$ cat src/rtl/ram_arbiter.sv
// Two-port round-robin arbiter in front of a 2-word x 8-bit RAM.
// Each access runs IDLE -> ACCESS -> RESP. The winner's operands are
// captured in IDLE, so later changes on the port cannot disturb an access
// that is already in flight.
module ram_arbiter (
  input  logic       clk,
  input  logic       clear,
  input  logic       req_a,
  input  logic       req_b,
  input  logic       we_a,
  input  logic       we_b,
  input  logic       addr_a,
  input  logic       addr_b,
  input  logic [7:0] wdata_a,
  input  logic [7:0] wdata_b,
  output logic       gnt_a,
  output logic       gnt_b,
  output logic       done_a,
  output logic       done_b,
  output logic [7:0] rdata,
  output logic       busy,
  output logic       ram_addr,
  output logic       ram_r_w,
  output logic [7:0] ram_din,
  input  logic [7:0] ram_dout,
  output logic       ram_clear
);

  typedef enum logic [1:0] {
    IDLE   = 2'd0,
    ACCESS = 2'd1,
    RESP   = 2'd2
  } state_t;

  state_t     state_q, state_d;
  logic       winB_q, winB_d;
  logic       we_q, we_d;
  logic       addr_q, addr_d;
  logic [7:0] wdata_q, wdata_d;
  logic       lastB_q, lastB_d;
  logic [7:0] rdata_q, rdata_d;
  logic       pickB;

  // B wins when it is the only requester, or on a tie when A was served last.
  assign pickB = req_b & (~req_a | ~lastB_q);

  // Next-state logic: arbitrate and capture operands in IDLE, sample read data at the end of ACCESS.
  always_comb begin
    state_d = state_q;
    winB_d  = winB_q;
    we_d    = we_q;
    addr_d  = addr_q;
    wdata_d = wdata_q;
    lastB_d = lastB_q;
    rdata_d = rdata_q;
    case (state_q)
      IDLE: begin
        if (req_a | req_b) begin
          winB_d  = pickB;
          lastB_d = pickB;
          we_d    = pickB ? we_b    : we_a;
          addr_d  = pickB ? addr_b  : addr_a;
          wdata_d = pickB ? wdata_b : wdata_a;
          state_d = ACCESS;
        end
      end
      ACCESS: begin
        if (!we_q) begin
          rdata_d = ram_dout;
        end
        state_d = RESP;
      end
      RESP: begin
        state_d = IDLE;
      end
      default: begin
        state_d = IDLE;
      end
    endcase
  end

  // State and operand registers. Clear aborts any access in flight and
  // points last-served at B so that A wins the first tie.
  always_ff @(posedge clk) begin
    if (clear) begin
      state_q <= IDLE;
      winB_q  <= 1'b0;
      we_q    <= 1'b0;
      addr_q  <= 1'b0;
      wdata_q <= 8'h00;
      lastB_q <= 1'b1;
      rdata_q <= 8'h00;
    end else begin
      state_q <= state_d;
      winB_q  <= winB_d;
      we_q    <= we_d;
      addr_q  <= addr_d;
      wdata_q <= wdata_d;
      lastB_q <= lastB_d;
      rdata_q <= rdata_d;
    end
  end

  // Output decode. The RAM bus is idle-zero outside ACCESS, and every output
  // is gated by clear so an aborted access can never commit a write.
  always_comb begin
    gnt_a    = 1'b0;
    gnt_b    = 1'b0;
    done_a   = 1'b0;
    done_b   = 1'b0;
    ram_addr = 1'b0;
    ram_r_w  = 1'b0;
    ram_din  = 8'h00;
    busy     = 1'b0;
    if (!clear) begin
      busy = (state_q != IDLE);
      case (state_q)
        ACCESS: begin
          gnt_a    = ~winB_q;
          gnt_b    = winB_q;
          ram_addr = addr_q;
          ram_r_w  = we_q;
          ram_din  = wdata_q;
        end
        RESP: begin
          done_a = ~winB_q;
          done_b = winB_q;
        end
        default: begin
        end
      endcase
    end
  end

  assign rdata     = rdata_q;
  assign ram_clear = clear;

endmodule

$ cat config.mk
export PLATFORM = sky130hd
export DESIGN_NAME = ram_arbiter
export DESIGN_NICKNAME = d
export VERILOG_FILES = /design/src/rtl/ram_arbiter.sv
export SDC_FILE = /design/constraint.sdc
export NUM_CORES = 1
export LEC_CHECK = 0
export CAP_MARGIN = 25
export CORE_ASPECT_RATIO = 0.75
export CORE_MARGIN = 1.5
export CORE_UTILIZATION = 35
export CTS_CLUSTER_SIZE = 28
export DETAILED_ROUTE_END_ITERATION = 10
export PLACE_DENSITY_LB_ADDON = 0.15
export SLEW_MARGIN = 10
export SYNTH_ARGS = -nofsm -noshare
export SYNTH_HDL_FRONTEND = slang
export SYNTH_SLANG_ARGS = --single-unit
$ cat constraint.sdc
create_clock -name clk -period 2.5 [get_ports clk]
set_input_delay 0.5 -clock clk [delete_from_list [all_inputs] [get_ports clk]]
set_output_delay 0.5 -clock clk [all_outputs]
set_load 0.005 [all_outputs]
# Word-level counts from Yosys, hierarchy flattened
# Index checks and enable logic that the tools add are counted.
# classes
eq_ne,3
n_mux,20
bitwise,7
n_reduce_logical,4
# op_table
op,count
$mux W8,3
$mux W1,15
$not A1 Y1,4
$pmux W2 S2,1
$reduce_and A2 Y1,2
$eq A2 B1 Y1 const B,1
$eq A2 B2 Y1 const B,1
$logic_not A2 Y1,1
$mux W2,1
$ne A2 B2 Y1 const B,1
$or A1 B1 Y1,2
$reduce_bool A2 Y1,1
$and A1 B1 Y1,1
# totals
regBits,22
in_bits,32
wordCells,41

# Depth between registers and ports, before layout
# logic_depth
word_depth,4
ltp_mapped,4
ltp_nobuf,3

# Worst setup path before layout
# Ideal clock, no wire load.
# synth_timing
path_kind,input to output
start,in clear
end,out ram_din[0]
arrival_time_ns,1.230
setup_slack_ns,0.770
cell_stages,4
n_path_buf,2
cell_sequence,clkbuf_1 nor3b_1 buf_4 and2_1
# synth_via
elab_chain_cells,1
# synth_rtl
item,line,text
"start, declared",7,"input logic clear,"
$mux W8,115,if (!clear) begin
"end, declared",24,"output logic [7:0] ram_din,"
# No other way between the ends.

# Final worst setup path
# layout_timing
start,reg state_q[0]
end,out gnt_a
# layout_via
elab_chain_cells,3
# layout_rtl
item,line,text
"start, declared",35,"state_t state_q, state_d;"
"start signal, assigned",94,state_q <= state_d;
$eq A2 B1 Y1,117,case (state_q)
$mux W1,117,
$mux W1,115,
"end, declared",16,"output logic gnt_a,"
# No other way between the ends.

==> flow_metrics.tcl <==
set metrics [dict create \
    criticalPathCategory "reg -> out" \
    drv_cap 0 \
    irDropWorstVdd_uv 319 \
    path_buf_inv 2 \
    path_delay_family "buffers and inverters" \
    synth-seq-cells 22 \
    grt_pass1_vias 899 \
    cts_tree "built" \
    core.rowCount 17 \
    setup_slack_ns 0.193 \
    drive_above_1_share_pct 14.7 \
    io_buffer_count 55 \
    cp_slowest_stage_delay_ns 0.50 \
    crit_path_start_kind "flip-flop" \
    io_pins 56 \
    syn_to_final_growth_pct 58.6 \
    worstPathCellList "nor3b_2, buf_4, nor2b_1, clkdlybuf4s50_1" \
    clk_pin_slew_ns 0.08 \
    end_kind "output port" \
    cts-htree-levels 1 \
    yosysSeqAreaShare_pct 40.3 \
    post_drt_wl_per_cell_um 13.3 \
    crit_arrival_ns 1.81 \
    place_ws_ns -0.0611 \
    async_flop_share_pct 0 \
    power.leakage_nw 0.729 \
    grtUsageTotal_pct 16.9 \
    synth_top_cell_area_share_pct 40.3 \
    ant_nets 0 \
    clock_latency_ns 0.26 \
    synth_top_area_cell "dfxtp_1" \
    drv_slew 0 \
    post-dp-hpwl_um 2050 \
    grt-ovfl-total 0 \
    status "finished clean" \
    cts_hold_buf 0 \
    syn_area_um2 1090 \
    p_per_area_nw_per_um2 490 \
    fin_crit_ns 2.31 \
    finalSetupViolCount 0 \
    synth_area_leaders "dfxtp_1, a311oi_2, nand2_1" \
    hold_viol_final 0 \
    cts.sinks 22 \
    dominantRegCellSynth "dfxtp_1" \
    numCtsBuffers 3 \
    die_y_um 51.4 \
    final.period_utilization_pct 92.3 \
    max-slew-margin-rel_pct 62.1 \
    cts-root-buf "clkbuf_8" \
    worstPathRequired_ns 2.00 \
    antenna_found_initial 0 \
    layout.nets 204 \
    diodes 0 \
    rsz0062_at_grt "false" \
    synthCells 118 \
    fin_worst_skew_ns 0.00206 \
    tightest_slew_ns 0.565 \
    final.fill_count 284 \
    cpMaxStageDelayCell "clkdlybuf4s50_1" \
    ys_types 22 \
    cts_buffer_depth 2 \
    vias 1040 \
    drc 0 \
    avgSynthCellArea_um2 9.27 \
    postLayoutCoreUtil_pct 58.7 \
    grt_max_degree 17 \
    hold_class "reg -> reg" \
    drtPass1Iterations 4 \
    synthTopCellsByCount "dfxtp_1, nand2_1, a21oi_1, and2_1" \
    grt_pass1_wl_um 4330 \
    drt-initial-drc-count 41 \
    die_area_um2 3470 \
    fmax_ghz 0.433 \
    cts_resized 1 \
    path_max_fanout 8 \
    routed_via_density 5.00 \
    gp_congestion 0.764 \
    die_x_um 67.5 \
    start_util_pct 37.0 \
    synth_edf_count 0 \
    cts_setup_buffers 0 \
    wl_um 2770 \
    yosys_warnings 0 \
    syn-num-nets 150 \
    core_region_area_um2 2960 \
]
stage by stage:
stage          cell area, um2  power (mW)  setup TNS, ns  cells  hold WS (ns)
2_1_floorplan            1090       0.535              0    118         0.485
3_3_place_gp             1660       0.630       -0.00126    205         0.478
3_5_place_dp             1660       0.635         -0.543    205         0.487
4_1_cts                  1710       0.854              0    208         0.507
5_1_grt                  1730       0.892              0    208         0.535
6_report                 1730       0.849              0    208         0.500
power breakdown:
part | leakage, nW | switching, mW | internal, mW
combinational | 0.526 | 0.0937 | 0.129
clock | 0.0216 | 0.114 | 0.108
sequential | 0.181 | 0.0215 | 0.383
total | 0.729 | 0.229 | 0.620
kinds of logic after synthesis:
logic type | count (synthesis) | synth area share [%]
flip-flops | 22 | 40.3
AND/OR/NAND/NOR | 52 | 24.1
multiplexers | 8 | 7.32
AO/OA/AOI/OAI | 25 | 22.0
buffers and inverters | 11 | 6.29
final cells by class:
class	instances	area (um2)	area share [%]
timing repair buffer	60	603	34.8
tap	38	47.5	2.74
multi-input combinational	85	602	34.7
sequential	22	440	25.4
clock buffer	3	41.3	2.38
path summary, 6_finish.rpt:
path | startpoint | end | slack [ns] | cells past startpoint
worst max-delay path | state_q[0]$_SDFFE_PP0P_ | gnt_a | 0.19 | 4
worst min-delay path | rdata[4]$_SDFFE_PP0P_ | rdata[4]$_SDFFE_PP0P_ | 0.50 | 2
worst max register to register | lastB_q$_SDFFE_PP1P_ | wdata_q[7]$_SDFFE_PP0P_ | 1.10 | 3
worst min register to register | rdata[4]$_SDFFE_PP0P_ | rdata[4]$_SDFFE_PP0P_ | 0.50 | 2
registers in the layout (all words and copies together), names as in the netlist:
| name | count |
|---|---|
| rdata | 8 |
| we_q | 1 |
| lastB_q | 1 |
| winB_q | 1 |
| wdata_q | 8 |
| state_q | 2 |
| addr_q | 1 |
placed cells by master, fill, tap and decap left out, drive strengths merged, types with 5 or more instances in the layout:
cell type and instances:
a311oi 10, nand2 22, and2 12, mux2i 8
nor2 10, a21oi 11, clkdlybuf4s50 49, dlymetal6s2s 6
buf 5, dfxtp 22
worst register-to-register path: stages, from the launching register on:
cell and delay, ns:
dfxtp_1 0.35, a21boi_2 0.49, nand2_1 0.14, a311oi_1 0.32
per-layer routing:
metal | part of all wire (%) | global-route usage [%] | vias up
met2 | 49 | 26.1 | 28
met3 | 5.1 | 5.07 | 4
met4 | 0.69 | 4.08 | 0
met5 | 0 | 0 | -
li1 | - | - | 514
met1 | 45 | 22.9 | 494
No activity file was read; power rests on OpenSTA's default activity.
